[src/rtl/nx_ram_1rw_hw_arbiter.sv]
// Round-robin arbiter sharing the hardware port of a 1RW indirect-access RAM
// wrapper between N_REQ requesters. Accepted reads are tagged and hw_dout is
// routed back to the issuing requester after RD_LATENCY cycles. A starvation
// guard inserts an idle hardware cycle so a waiting software access can win.
module nx_ram_1rw_hw_arbiter #(
  parameter int N_REQ        = 3,
  parameter int N_ADDR_BITS  = 14,
  parameter int N_DATA_BITS  = 38,
  parameter int RD_LATENCY   = 1,
  parameter int STARVE_LIMIT = 16
) (
  input  logic                           clk,
  input  logic                           rst,
  input  logic [N_REQ-1:0]               req_valid,
  output logic [N_REQ-1:0]               req_ready,
  input  logic [N_REQ-1:0]               req_we,
  input  logic [N_REQ*N_ADDR_BITS-1:0]   req_addr,
  input  logic [N_REQ*N_DATA_BITS-1:0]   req_wdat,
  input  logic [N_REQ*N_DATA_BITS-1:0]   req_bwe,
  output logic [N_REQ-1:0]               rsp_valid,
  output logic [N_DATA_BITS-1:0]         rsp_dat,
  input  logic                           sw_pend,
  output logic                           hw_cs,
  output logic                           hw_we,
  output logic [N_ADDR_BITS-1:0]         hw_add,
  output logic [N_DATA_BITS-1:0]         hw_din,
  output logic [N_DATA_BITS-1:0]         hw_bwe,
  input  logic [N_DATA_BITS-1:0]         hw_dout,
  output logic                           starve_evt
);

  localparam int IDX_W = (N_REQ > 1) ? $clog2(N_REQ) : 1;
  localparam int RUN_W = $clog2(STARVE_LIMIT + 1);
  localparam logic [RUN_W-1:0] RUN_LIMIT = RUN_W'(STARVE_LIMIT);
  localparam logic [N_REQ-1:0] ONE_HOT0  = N_REQ'(1);

  logic [IDX_W-1:0]       last_gnt_q;
  logic [RUN_W-1:0]       hw_run_q;
  logic                   hw_cs_q;
  logic                   hw_we_q;
  logic [IDX_W-1:0]       hw_id_q;
  logic [N_ADDR_BITS-1:0] hw_add_q;
  logic [N_DATA_BITS-1:0] hw_din_q;
  logic [N_DATA_BITS-1:0] hw_bwe_q;
  logic [RD_LATENCY-1:0]  pipe_vld_q;
  logic [IDX_W-1:0]       pipe_id_q [RD_LATENCY];

  logic                   gnt_vld;
  logic [IDX_W-1:0]       gnt_id_d;
  logic                   sel_we_d;
  logic [N_ADDR_BITS-1:0] sel_add_d;
  logic [N_DATA_BITS-1:0] sel_din_d;
  logic [N_DATA_BITS-1:0] sel_bwe_d;
  logic                   force_idle;
  logic                   xfer;

  // Stage 0: round-robin search starting one past the last granted requester
  always_comb begin
    gnt_vld  = 1'b0;
    gnt_id_d = '0;
    for (int k = 1; k <= N_REQ; k++) begin
      if (!gnt_vld && req_valid[(int'(last_gnt_q) + k) % N_REQ]) begin
        gnt_vld  = 1'b1;
        gnt_id_d = IDX_W'((int'(last_gnt_q) + k) % N_REQ);
      end
    end
  end

  // Select the granted requester's command fields from the packed buses
  always_comb begin
    sel_we_d  = 1'b0;
    sel_add_d = '0;
    sel_din_d = '0;
    sel_bwe_d = '0;
    for (int i = 0; i < N_REQ; i++) begin
      if (IDX_W'(i) == gnt_id_d) begin
        sel_we_d  = req_we[i];
        sel_add_d = req_addr[i*N_ADDR_BITS +: N_ADDR_BITS];
        sel_din_d = req_wdat[i*N_DATA_BITS +: N_DATA_BITS];
        sel_bwe_d = req_bwe[i*N_DATA_BITS +: N_DATA_BITS];
      end
    end
  end

  // A full run of hardware cycles against a waiting software access forces
  // one idle arbitration cycle; ready is held low during reset.
  assign force_idle = (hw_run_q == RUN_LIMIT);
  assign xfer       = gnt_vld & ~force_idle & ~rst;
  assign req_ready  = xfer ? (ONE_HOT0 << gnt_id_d) : '0;
  assign starve_evt = force_idle;

  // Priority pointer moves only when a request is actually accepted
  always_ff @(posedge clk or posedge rst) begin
    if (rst) begin
      last_gnt_q <= IDX_W'(N_REQ - 1);
    end else if (xfer) begin
      last_gnt_q <= gnt_id_d;
    end
  end

  // Count consecutive hardware transfers while software is waiting
  always_ff @(posedge clk or posedge rst) begin
    if (rst) begin
      hw_run_q <= '0;
    end else if (force_idle || !sw_pend) begin
      hw_run_q <= '0;
    end else if (xfer) begin
      hw_run_q <= hw_run_q + RUN_W'(1);
    end
  end

  // Stage 1: register the accepted command onto the RAM hardware port
  always_ff @(posedge clk or posedge rst) begin
    if (rst) begin
      hw_cs_q  <= 1'b0;
      hw_we_q  <= 1'b0;
      hw_id_q  <= '0;
      hw_add_q <= '0;
      hw_din_q <= '0;
      hw_bwe_q <= '0;
    end else begin
      hw_cs_q <= xfer;
      hw_we_q <= xfer & sel_we_d;
      if (xfer) begin
        hw_id_q  <= gnt_id_d;
        hw_add_q <= sel_add_d;
        hw_din_q <= sel_din_d;
        hw_bwe_q <= sel_bwe_d;
      end
    end
  end

  // Stage 2..: carry read tags alongside the RAM latency
  always_ff @(posedge clk or posedge rst) begin
    if (rst) begin
      pipe_vld_q <= '0;
      for (int s = 0; s < RD_LATENCY; s++) begin
        pipe_id_q[s] <= '0;
      end
    end else begin
      pipe_vld_q[0] <= hw_cs_q & ~hw_we_q;
      pipe_id_q[0]  <= hw_id_q;
      for (int s = 1; s < RD_LATENCY; s++) begin
        pipe_vld_q[s] <= pipe_vld_q[s-1];
        pipe_id_q[s]  <= pipe_id_q[s-1];
      end
    end
  end

  assign rsp_valid = pipe_vld_q[RD_LATENCY-1] ? (ONE_HOT0 << pipe_id_q[RD_LATENCY-1]) : '0;
  assign rsp_dat   = hw_dout;

  assign hw_cs  = hw_cs_q;
  assign hw_we  = hw_we_q;
  assign hw_add = hw_add_q;
  assign hw_din = hw_din_q;
  assign hw_bwe = hw_bwe_q;

endmodule

[config.mk]
export PLATFORM = sky130hd
export DESIGN_NAME = nx_ram_1rw_hw_arbiter
export DESIGN_NICKNAME = d
export VERILOG_FILES = /design/src/rtl/nx_ram_1rw_hw_arbiter.sv
export SDC_FILE = /design/constraint.sdc
export NUM_CORES = 1
export LEC_CHECK = 0
export ABC_AREA = 0
export CORE_AREA = 2 2 176 178
export CTS_BUF_LIST = sky130_fd_sc_hd__clkbuf_8
export DETAILED_ROUTE_END_ITERATION = 10
export DIE_AREA = 0 0 178 180
export DONT_BUFFER_PORTS = 1
export REMOVE_ABC_BUFFERS = 1
export SYNTH_ARGS = -nofsm -noshare
export SYNTH_HDL_FRONTEND = slang
export SYNTH_SLANG_ARGS = --single-unit
[constraint.sdc]
create_clock -name clk -period 6.07 [get_ports clk]
set_clock_uncertainty 0.2 [all_clocks]
set_input_delay 0.607 -clock clk [delete_from_list [all_inputs] [get_ports clk]]
set_output_delay 0.607 -clock clk [all_outputs]
set_load 0.02 [all_outputs]
**Word level (Yosys, flattened, before mapping)**

Index checks and enable logic that the tools add are counted.

- Word-level logic and storage cells: 71
- Output and inout port bits: 137
- Flip-flop bits (word level): 104

- Bitwise gates (word level): 7
- Reduce and logical (&&, ||, !) cells: 8
- Shift operators: 2
- Equal/unequal tests: 3
- $add $sub $neg: 4
- Muxes and demuxes: 31
- $lt $le $gt $ge: 3
- Divide/modulo/power cells: 3

Operators by type and width:

| operator | count |
|---|---|
| two-way mux 38 bit | 6 |
| less-than comparator 32 x 4 -> 1 bit (second input constant) | 3 |
| remainder unit 32 x 3 -> 32 bit (second input constant) | 3 |
| two-way mux 14 bit | 3 |
| two-way mux 1 bit | 12 |
| two-way mux 5 bit | 2 |
| adder 2 x 2 -> 3 bit (second input constant) | 2 |
| binary-select mux 1 bit (select 2 bit) | 3 |
| two-way mux 2 bit | 3 |
| two-way mux 3 bit | 2 |
| << shifter 1 x 2 -> 3 bit (first input constant) | 2 |
| adder 5 x 1 -> 5 bit (second input constant) | 1 |
| == test 5 bit (second input constant) | 1 |
| bitwise AND 1 bit | 4 |
| adder 2 x 1 -> 3 bit (second input constant) | 1 |
| zero test 1 bit | 3 |
| inverter 1 bit | 3 |
| == test 1 x 2 -> 1 bit (first input constant) | 1 |
| == test 2 bit (first input constant) | 1 |
| logical AND 1 bit | 2 |
| zero test 2 bit | 1 |
| nonzero test 2 bit | 1 |
| logical OR 1 bit | 1 |

**Logic depth before layout (Yosys ltp)**

Gate-level depths: netlist of run 1.

- Depth after elaboration: 17
- Depth in mapped cells: 12
- Mapped depth without buffers: 10

**Least setup slack after synthesis of run 1**

Ideal clock, no wire load.

- Kind: reg2out
- Start: reg last_gnt_q[1]
- End: out req_ready[1]
- Setup slack: 2.862 ns
- Required time: 5.263 ns
- Data arrival time: 2.401 ns
- Stages on the path, launching flop included: 12
- Cell sequence: dfstp_2 > inv_1 > ha_1 > buf_6 > a22o_1 > o21a_1 > or2_4 > o21a_1 > clkbuf_1 > buf_6 > buf_6 > nor2_1

- Longest elaborated chain between the ends: 15
- Elaborated cells between the ends (all ways): 29
- Those cells by class: 3 x add/sub; 3 x div; 1 x shift; 16 x mux; 2 x bitwise; 4 x reduce/logical

Ends and longest elaborated chain:

| element | line | RTL |
|---|---|---|
| start, declared | 37 | `logic [IDX_W-1:0] last_gnt_q;` |
| start signal, assigned | 95 | `last_gnt_q <= IDX_W'(N_REQ - 1);` |
| start signal, assigned | 97 | `last_gnt_q <= gnt_id_d;` |
| adder 2 x 1 -> 3 bit | 62, 64 |  |
| remainder unit 32 x 3 -> 32 bit | 62, 64 |  |
| binary-select mux 1 bit (select 2 bit) | 62 | `if (!gnt_vld && req_valid[(int'(last_gnt_q) + k) % N_REQ]) begin` |
| two-way mux 1 bit (implied by the code) (2 in a row) | 62 |  |
| two-way mux 1 bit | 62 |  |
| zero test 1 bit | 62 |  |
| logical AND 1 bit | 62 |  |
| two-way mux 1 bit | 62 |  |
| zero test 1 bit | 62 |  |
| logical AND 1 bit | 62 |  |
| two-way mux 1 bit | 62 |  |
| bitwise AND 1 bit (2 in a row) | 88 | `assign xfer = gnt_vld & ~force_idle & ~rst;` |
| two-way mux 3 bit * | 89 | `assign req_ready = xfer ? (ONE_HOT0 << gnt_id_d) : '0;` |
| end, declared | 15 | `output logic [N_REQ-1:0] req_ready,` |

Every way passes the cells marked *; elsewhere a longest branch is shown, timed or not. The select of a mux whose other input is x is not followed.

**Worst setup path in the final report of run 1**

Ends and elaborated chain as after synthesis.

==> flow_summary.toml, run 1 <==
[run_status]
outcome = "completed"

[synthesis]
netlist-cell-type-count = 43
yosys_warnings = 0
synth_area_leader_cell = "sky130_fd_sc_hd__dfrtp_1"
synth.area.top_cells = "sky130_fd_sc_hd__dfrtp_1, sky130_fd_sc_hd__mux2i_1, sky130_fd_sc_hd__a211oi_1, sky130_fd_sc_hd__nor3_1, sky130_fd_sc_hd__buf_4"
part_of_the_yosys_area_used_for_sequential_elements_pct = 42.8
ys_ff_latch = 103
synth_area_per_cell_um2 = 9.28
synth_top_area_share_pct = 42.3
netlist_area_um2 = 6030
mapped_cells = 650

[pwr]
irDropWorstVdd_v = 0.000237
power_leakage_uw = 0.00260
pwr_density_cell_nw_per_um2 = 606
net-switching-power_uw = 1960
power_frac_clock_pct = 11.1
p_int_uw = 1810
power.sequential.fraction_pct = 44.5
power.share.switching_pct = 52.0
power.combinational.fraction_pct = 44.4

[clock_tree]
clkLatencyLatePin_ns = 0.39
clock_tree_from_tritoncts = "yes"
cts.sinks = 103
post-cts-setup-buffer-count = 0
maximum_clock_path_buffer_count = 2
htreeDepth = 3
cts.reportedPaths.clkPinSlew_ns = 0.11
cts_root_buffer = "sky130_fd_sc_hd__clkbuf_8"
cts-buffers-inserted = 9

[critical_path]
ff2ff_setup_slack_ns = 2.03
worst-r2r-cell-count = 11
start_kind = "register"
worstPathRequired_ns = 5.26
critical_path.reg2reg.endpoint = "hw_run_q[4]"
r2r-start = "last_gnt_q[1]"
worst-path-max-fanout = 70
type_of_the_setup_path_with_the_least_slack = "reg2out"
critical_path.endpoint_type = "output pin"
critical_path_arrival_ns = 3.74

[worst_hold_path]
hold_removal_path_class = "in2reg"
hold_depth = 2
worst_hold_path.endpoint = "hw_bwe[18]"
hold_path.startpoint = "req_bwe[56]"

[global_route]
grt_start_max_net_pins = 80
antenna_found_initial = 0
grt_first_pass_wirelength_um = 29500
global_route.overflow_total = 0
globalRouteTotalUtil_pct = 12.5
first_global_vias = 4588

[floorplanning]
io-pin-count = 454
die_x_um = 178
start_util_pct = 20.0
chipHeight_um = 180
placement_rows = 64
floorplan.die_area_um2 = 32000
core_region_area_um2 = 30200

[finish]
n_antenna_cell = 0
mostFrequentLayoutCell = "sky130_fd_sc_hd__dfrtp_1"
number_of_filler_instances_in_the_final_layout = 3341
post-route-util_pct = 20.6
final_cell_count_no_fill = 976
area.growth.synth_to_final_pct = 3.32
fin_nets = 898
share_of_post_route_cells_with_drive_strength_above_1_pct = 6.72
final_cell_mix = "sky130_fd_sc_hd__dfrtp_1, sky130_fd_sc_hd__mux2i_1, sky130_fd_sc_hd__nor2_1"

[placed_design]
final_weighted_congestion_of_routability_driven_global_placement = 0.795
numPortBuffers = 0
place_inst = 960
detailed_place_hpwl_um = 15800

[flow_run]
timing.max_cap.violations = 0

[sta]
fin_crit_ns = 4.55
timing.final.hold_violations = 0
max_clock_freq_mhz = 220
worst_slew_pin_slew_ns = 1.15
setup_tns_ns = 0
unrepaired_setup_endpoints_after_global_routing = "no"
slew-limit-headroom_pct = 22.5
layout_worst_path_cycle_share_pct = 75.0
setup_viol = 0
slew_violations = 0

[detailed_routing]
drtPass1Iterations = 4
wirelength_um = 21000
m1WireLength_um = 8710
detail_route.iter0.violations = 272
drtAntennaViolNets = 0
routed.top_layer = "met5"
routed_wire_per_std_cell_um = 21.5
met2RoutedLength_um = 9790
via_count = 4695
routed-wl-met3_um = 2210
post-route-drc-count = 0
avgViaCountPerCell = 4.81
how the worst max path moves through the flow:
stage | cells past startpoint | endpoint | slack (ns) | startpoint
final | 8 | req_ready[1] | 1.52 | last_gnt_q[1]
after global routing | 8 | req_ready[1] | 1.31 | last_gnt_q[1]
after CTS | 8 | req_ready[1] | 1.45 | last_gnt_q[1]
after detailed placement | 8 | req_ready[1] | 1.92 | last_gnt_q[1]
after global placement | 7 | req_ready[1] | 1.95 | hw_run_q[0]
after floorplan | 10 | hw_run_q[3] | 0.83 | last_gnt_q[1]
power by group through the flow:
stage | Clock, uW | Sequential, uW | Combinational (uW)
after floorplan | 0 | 1580 | 1340
after global placement | 0 | 1700 | 1660
after detailed placement | 0 | 1700 | 1700
after CTS | 442 | 1690 | 1700
after global routing | 472 | 1720 | 1870
final | 418 | 1680 | 1680
cell usage after synthesis, drive strengths merged:
library cell	n
a221o	1
nand2	36
nand2b	13
o221a	1
xnor2	1
nor2	71
nand3b	2
nor2b	4
mux2i	74
dfrtp	102
a21oi	23
nand3	1
o22ai	20
or2	1
and3b	2
and2	2
dfstp	1
ha	5
o21a	3
nor4	1
inv	12
a211oi	62
a31oi	1
o21ai	44
xor2	3
nor3b	1
nor3	63
buf	66
o211a	1
nor4bb	1
a21boi	2
nand4	2
clkbuf	26
a22o	1
o22a	1
registers in the layout (all words and copies together), names as in the netlist, 2 cells and up:
name        count
hw_add         14
hw_bwe         38
pipe_id_q       2
hw_din         38
last_gnt_q      2
hw_run_q        5
kinds of logic (layout without fill, tap and decap cells):
kind of cell / after synthesis / in the layout / share of synthesized area [%]
xor+xnor: 4 / 4 / 0.581
buf+inv: 104 / 34 / 10.4
mux: 74 / 74 / 12.3
compound gates: 160 / 160 / 17.8
flops: 103 / 103 / 42.8
fa+ha+maj: 5 / 5 / 1.04
simple gates: 200 / 200 / 15.2
metrics by stage:
step / worst slack, ns / cell area [um2] / total power (uW) / hold WS, ns
global route: 1.31 / 6230 / 4060 / 0.164
finish: 1.52 / 6230 / 3780 / 0.198
floorplan: 0.827 / 5450 / 2920 / 0.154
detailed placement: 1.92 / 6050 / 3400 / 0.195
global placement: 1.95 / 6050 / 3360 / 0.189
CTS: 1.45 / 6230 / 3830 / 0.160
per-layer routing:
layer,global-route usage [%],vias up
li1,-,2125
met1,15.4,2259
met2,19.6,296
met3,5.48,13
met4,3.34,2
met5,2.16,-
layout make-up:
| type | instances | area (um2) | share of cell area, % |
|---|---|---|---|
| Multi-Input combinational cell | 443 | 2880 | 46.2 |
| Sequential cell | 103 | 2580 | 41.4 |
| Tap cell | 396 | 495 | 7.95 |
| Clock buffer | 10 | 138 | 2.21 |
| Timing Repair Buffer | 7 | 55.1 | 0.883 |
| Inverter | 12 | 47.5 | 0.763 |
| Clock inverter | 5 | 36.3 | 0.582 |
worst max-delay path: stages (launching register included):
cell                      delay [ns]
sky130_fd_sc_hd__dfstp_2        0.54
sky130_fd_sc_hd__inv_1          0.06
sky130_fd_sc_hd__ha_1           0.31
sky130_fd_sc_hd__a22o_1         0.30
sky130_fd_sc_hd__o21a_1         0.18
sky130_fd_sc_hd__or2_4          0.28
sky130_fd_sc_hd__o21ai_4        0.61
sky130_fd_sc_hd__buf_4          0.75
sky130_fd_sc_hd__nor2_1         0.27
timing repair:
| item | CTS | global route |
|---|---|---|
| gates resized for setup | 0 | 0 |
| hold buffers | 1 | 0 |
| endpoints found under the setup margin | 0 | 0 |
| endpoints found under the hold margin | 37 | 0 |
Power figures use the tool's default switching activity.
==> inputs of run 2 (changes only) <==
==> constraint.sdc (replaced) <==
create_clock -name clk -period 4.6 [get_ports clk]
set_clock_uncertainty 0.2 [all_clocks]
set_input_delay 0.46 -clock clk [delete_from_list [all_inputs] [get_ports clk]]
set_output_delay 0.46 -clock clk [all_outputs]
set_load 0.02 [all_outputs]
==> flow_summary.toml, run 2 (synthesis results as in run 1) <==
[placed_design]
place_inst = 962
final_weighted_congestion_of_routability_driven_global_placement = 0.819
placedInstanceArea_um2 = 6090
numPortBuffers = 0
detailed_place_hpwl_um = 15900

[global_route]
grt_start_max_net_pins = 94
first_global_vias = 4741
grt_first_pass_wirelength_um = 30400
globalRouteTotalUtil_pct = 12.8
global_route.overflow_total = 0
antenna_found_initial = 0

[sta]
slew-limit-headroom_pct = 23.7
layout_worst_path_cycle_share_pct = 82.6
fin_crit_ns = 3.80
timing.final.hold_violations = 0
setup_tns_ns = 0
worst_slew_pin_slew_ns = 1.15
setup_viol = 0
max_clock_freq_mhz = 263
fin_worst_hold_slack_ns = 0.0535
slew_violations = 0
unrepaired_setup_endpoints_after_global_routing = "no"

[worst_hold_path]
hold_removal_path_class = "in2reg"

[critical_path]
critPathSlowestCell = "sky130_fd_sc_hd__o211a_1"
crit_buf_inv = 3
worstPathRequired_ns = 3.94
cp_slowest_stage_delay_ns = 0.70
start_kind = "register"
type_of_the_setup_path_with_the_least_slack = "reg2out"
path_cells = "inv_1 -> ha_1 -> inv_1 -> a21oi_1 -> o21ai_0 -> o211a_1 -> nand2b_1 -> inv_1"
cp_top_family = "compound AO/OA/AOI/OAI gates"
critical_path.endpoint_type = "output pin"
critical_path_arrival_ns = 3.14
worst-path-max-fanout = 20
timing.critical_path.mode_cell = "sky130_fd_sc_hd__inv_1"

[finish]
mostFrequentLayoutCell = "sky130_fd_sc_hd__dfrtp_1"
fin_area_um2 = 6310
final_cell_count_no_fill = 979
fin_nets = 900
final_cell_mix = "sky130_fd_sc_hd__dfrtp_1, sky130_fd_sc_hd__mux2i_1, sky130_fd_sc_hd__nor2_1"
n_antenna_cell = 0
share_of_post_route_cells_with_drive_strength_above_1_pct = 6.86
area.growth.synth_to_final_pct = 4.69

[detailed_routing]
wirelength_um = 21500
detail_route.iter0.violations = 358
avgViaCountPerCell = 4.95
routed_wire_per_std_cell_um = 22.0
drtPass1Iterations = 7
via_count = 4850
post-route-drc-count = 0
drtAntennaViolNets = 0

[clock_tree]
clkLatencyLatePin_ns = 0.39
post-cts-setup-buffer-count = 0
htreeDepth = 3
cts_repair_resize_count = 0
cts.sinks = 103
clock_tree_from_tritoncts = "yes"
maximum_clock_path_buffer_count = 2
cts_root_buffer = "sky130_fd_sc_hd__clkbuf_8"
post_cts_hold_buffer_count = 1
cts.reportedPaths.clkPinSlew_ns = 0.10
cts-buffers-inserted = 9

[floorplanning]
placement_rows = 64
die_x_um = 178
chipHeight_um = 180
floorplan.die_area_um2 = 32000
core_region_area_um2 = 30200
start_util_pct = 20.0
io-pin-count = 454

[run_status]
outcome = "completed"

[pwr]
power_leakage_uw = 0.00265
pwr_density_cell_nw_per_um2 = 809
irDropWorstVdd_v = 0.000365

[flow_run]
timing.max_cap.violations = 0
## run 2: layout make-up
| cell class | count | area [um2] |
|---|---|---|
| Sequential cell | 103 | 2580 |
| Clock buffer | 10 | 138 |
| Fill cell | 3283 | 23900 |
| Timing Repair Buffer | 9 | 95.1 |
| Multi-Input combinational cell | 443 | 2880 |
| Inverter | 12 | 47.5 |
| Tap cell | 396 | 495 |
| Clock inverter | 6 | 78.8 |
## run 2: report_power, final
group          leakage, uW  internal, uW  total [uW]  switching, uW
clock             0.000116           316         651            335
sequential         0.00119          1350        2220            868
combinational      0.00134           849        2240           1390
total              0.00265          2510        5110           2600
## run 2: routing by layer
metal | GRT usage, % | wire length (um) | vias up
li1 | - | - | 2130
met5 | 2.16 | 90 | -
met1 | 16.1 | 8900 | 2345
met2 | 19.6 | 9850 | 350
met3 | 5.54 | 2370 | 23
met4 | 4.03 | 311 | 2
## run 2: worst paths after layout
path | startpoint | to | slack (ns) | cells past startpoint
setup / recovery | last_gnt_q[1] | req_ready[2] | 0.80 | 8
hold / removal | req_bwe[49] | hw_bwe[11] | 0.05 | 2
setup reg to reg | last_gnt_q[1] | hw_din[8] | 1.08 | 9
hold reg to reg | hw_id_q[1] | pipe_id_q[1] | 0.25 | 0
max in group asynchronous | rst | hw_din[8] | 2.97 | 3
min in group asynchronous | rst | hw_bwe[11] | 0.49 | 3
## run 2: per-stage QoR
stage | total power [uW] | setup slack (ns) | util (%)
2_1_floorplan | 3860 | -0.643 | -
3_3_place_gp | 4440 | 1.24 | 20.2
3_5_place_dp | 4500 | 1.14 | 20.2
4_1_cts | 5180 | 0.787 | 20.9
5_1_grt | 5490 | 0.586 | 20.9
6_report | 5110 | 0.801 | 20.9
==> inputs of run 3 (changes only) <==
==> constraint.sdc (replaced) <==
create_clock -name clk -period 3.61 [get_ports clk]
set_clock_uncertainty 0.2 [all_clocks]
set_input_delay 0.361 -clock clk [delete_from_list [all_inputs] [get_ports clk]]
set_output_delay 0.361 -clock clk [all_outputs]
set_load 0.02 [all_outputs]
==> flow_summary.toml, run 3 <==
[run_status]
outcome = "did not finish"
outcome.stop_stage = "4_1_cts"
firstError = "[ERROR RSZ-0060] Max buffer count reached."

[synthesis]
post_synth_xor_area_fraction_pct = 0.581
synth.area.top_cells = "sky130_fd_sc_hd__dfrtp_1, sky130_fd_sc_hd__mux2i_1, sky130_fd_sc_hd__a211oi_1, sky130_fd_sc_hd__nor3_1, sky130_fd_sc_hd__buf_4"
yosys_warnings = 0
synth_compound_area_share_pct = 17.8
synth-adder-area-share_pct = 1.04
synth_top_flop_cell = "sky130_fd_sc_hd__dfrtp_1"
netlist-cell-type-count = 43
number_of_flops_mapped_to_enable_cells_by_yosys = 0
synth-simple-area-share_pct = 15.2
synth_top_family_by_area = "compound AO/OA/AOI/OAI gates"
netlist_area_um2 = 6030
synth-async-reset-ratio_pct = 100
post_synth_mux_area_share_pct = 12.3
mapped_cells = 650
yosys.cell_count.top_type = "sky130_fd_sc_hd__dfrtp_1"
synth_top_area_share_pct = 42.3
part_of_the_yosys_area_used_for_sequential_elements_pct = 42.8
post_synth_most_frequent_cells = "sky130_fd_sc_hd__dfrtp_1, sky130_fd_sc_hd__mux2i_1, sky130_fd_sc_hd__nor2_1, sky130_fd_sc_hd__nor3_1, sky130_fd_sc_hd__a211oi_1"
synth_area_leader_cell = "sky130_fd_sc_hd__dfrtp_1"
synth_area_per_cell_um2 = 9.28
ys_ff_latch = 103

[floorplanning]
die_x_um = 178
io-pin-count = 454
chipHeight_um = 180
start_util_pct = 20.0
placement_rows = 64

[clock_tree]
maximum_clock_path_buffer_count = 2
cts_root_buffer = "sky130_fd_sc_hd__clkbuf_8"
htreeDepth = 3
post_cts_hold_buffer_count = 197
post-cts-setup-buffer-count = 0
cts_repair_resize_count = 0
cts-buffers-inserted = 9
cts.sinks = 103

[placed_design]
detailed_place_hpwl_um = 16600
pre_cts_ws_ns = 0.330
numPortBuffers = 0
final_weighted_congestion_of_routability_driven_global_placement = 0.818
==> run 3: cell counts after synthesis <==
No cell type changed its count.
==> run 3: logic make-up after synthesis <==
logic type      Yosys count
buf+inv                 104
compound gates          160
mux                      74
fa+ha+maj                 5
flops                   103
xor+xnor                  4
simple gates            200
==> run 3: metrics by stage <==
step	utilization [%]	setup TNS (ns)	std cells	hold WS (ns)	area, um2
2_1_floorplan	-	-128.76	558	0.154	5450
3_3_place_gp	20.5	0	967	0.220	6180
3_5_place_dp	20.5	0	967	0.215	6180
==> inputs of run 4 (changes only) <==
--- a/config.mk
+++ b/config.mk
@@ -6,11 +6,11 @@
 export NUM_CORES = 1
 export LEC_CHECK = 0
 export ABC_AREA = 0
-export CORE_AREA = 2 2 176 178
-export CTS_BUF_LIST = sky130_fd_sc_hd__clkbuf_8
+export CORE_AREA = 2 2 175 177
 export DETAILED_ROUTE_END_ITERATION = 10
-export DIE_AREA = 0 0 178 180
+export DIE_AREA = 0 0 177 179
 export DONT_BUFFER_PORTS = 1
+export PLACE_DENSITY_LB_ADDON = 0.15
 export REMOVE_ABC_BUFFERS = 1
 export SYNTH_ARGS = -nofsm -noshare
 export SYNTH_HDL_FRONTEND = slang
==> flow_summary.toml, run 4 (synthesis results as in run 1) <==
[placed_design]
final_weighted_congestion_of_routability_driven_global_placement = 0.768
placedInstanceArea_um2 = 6180
numPortBuffers = 0
detailed_place_hpwl_um = 16700
pre_cts_ws_ns = 0.360

[global_route]
global_route.overflow_total = 0
groute.layer.met2.usage_pct = 20.9
grt_first_pass_wirelength_um = 31200
globalRouteMet3Util_pct = 7.04
groute.layer.met1.usage_pct = 16.0
grt_start_max_net_pins = 94
first_global_vias = 4850
antenna_found_initial = 0
grt_busiest_layer = "met2"
globalRouteTotalUtil_pct = 13.5

[pwr]
power_leakage_uw = 0.00291
irDropWorstVdd_v = 0.000332
total_power_uw = 7000
pwr_density_cell_nw_per_um2 = 1010

[sta]
worst_slew_pin_slew_ns = 0.781
max_clock_freq_mhz = 290
slew-limit-headroom_pct = 47.8
unrepaired_setup_endpoints_after_global_routing = "no"
setup_viol = 0
slew_violations = 0
timing.final.hold_violations = 0
layout_worst_path_cycle_share_pct = 95.5
fin_worst_hold_slack_ns = 0.0218
final_critical_path_setup_slack_ns = 0.161
fin_crit_ns = 3.45

[detailed_routing]
post-route-drc-count = 0
detail_route.iter0.violations = 275
via_count = 4872
avgViaCountPerCell = 4.72
drtAntennaViolNets = 0
routed_wire_per_std_cell_um = 21.7
drtPass1Iterations = 5
wirelength_um = 22400

[clock_tree]
cts.reportedPaths.clkPinSlew_ns = 0.07
clkLatencyLatePin_ns = 0.36
htreeDepth = 3
cts-buffers-inserted = 9
post-cts-setup-buffer-count = 0
clock_tree_from_tritoncts = "yes"
cts_root_buffer = "sky130_fd_sc_hd__clkbuf_16"
maximum_clock_path_buffer_count = 2
cts.sinks = 103

[finish]
fin_area_um2 = 6960
post-route-util_pct = 23.2
area.growth.synth_to_final_pct = 15.4
share_of_post_route_cells_with_drive_strength_above_1_pct = 7.40
fin_nets = 952
mostFrequentLayoutCell = "sky130_fd_sc_hd__dfrtp_1"
final_cell_mix = "sky130_fd_sc_hd__dfrtp_1, sky130_fd_sc_hd__mux2i_1, sky130_fd_sc_hd__nor2_1"

[floorplanning]
placement_rows = 64
start_util_pct = 20.1
io-pin-count = 454
chipHeight_um = 179
die_x_um = 177
floorplan.die_area_um2 = 31700
core_region_area_um2 = 30000

[run_status]
outcome = "completed"

[critical_path]
start_kind = "register"
critical_path_arrival_ns = 2.89
worst-path-max-fanout = 93
worstPathRequired_ns = 3.05
type_of_the_setup_path_with_the_least_slack = "reg2out"
critical_path.endpoint_type = "output pin"

[flow_run]
timing.max_cap.violations = 0

[worst_hold_path]
hold_removal_path_class = "in2reg"
[run 4: report_power, final]
group	internal, uW	switching, uW
clock	556	459
combinational	1350	1810
sequential	1720	1110
[run 4: worst max-delay path, cell delays in order (launching register included)]
cell	delay [ns]
sky130_fd_sc_hd__dfstp_2	0.53
sky130_fd_sc_hd__inv_1	0.06
sky130_fd_sc_hd__ha_1	0.31
sky130_fd_sc_hd__a22o_1	0.30
sky130_fd_sc_hd__o21a_1	0.17
sky130_fd_sc_hd__or2_4	0.28
sky130_fd_sc_hd__o21ai_4	0.21
sky130_fd_sc_hd__buf_12	0.40
sky130_fd_sc_hd__nor2_1	0.22
[run 4: area by class of cell]
type	count	area, um2
antenna	1	2.50
multi-input combinational	443	2880
timing repair buffer	61	653
inverter	12	50.0
tap	396	495
sequential	103	2580
clock inverter	5	57.6
clock buffer	11	243
fill	3282	23100
[run 4: metrics by stage]
stage,instances,TNS (ns)
after global placement,967,0
final,1032,0
after global routing,1031,0
after detailed placement,967,0
after floorplan,558,-128.76
after CTS,1031,0
[run 4: repair_timing]
action / in CTS / in global routing
gates resized for setup: 0 / 2
hold buffers: 48 / 0
hold endpoints to repair: 78 / 0
endpoints found under the setup margin: 0 / 2
[run 4: metal layers]
layer  part of all wire, %  up-vias
li1                      -     2234
met1                    40     2315
met2                    47      303
met3                    12       18
met4                   1.3        2
met5                  0.39        -
[run 4: worst paths after layout]
check	cells after the start	slack [ns]	from	to
max reg2reg	10	0.19	last_gnt_q[1]	hw_bwe[12]
max in group asynchronous	3	2.08	rst	hw_bwe[36]
min in group asynchronous	2	0.37	rst	hw_run_q[4]
max	8	0.16	last_gnt_q[1]	req_ready[1]
min reg2reg	0	0.18	hw_id_q[1]	pipe_id_q[1]
min	2	0.02	req_bwe[48]	hw_bwe[10]
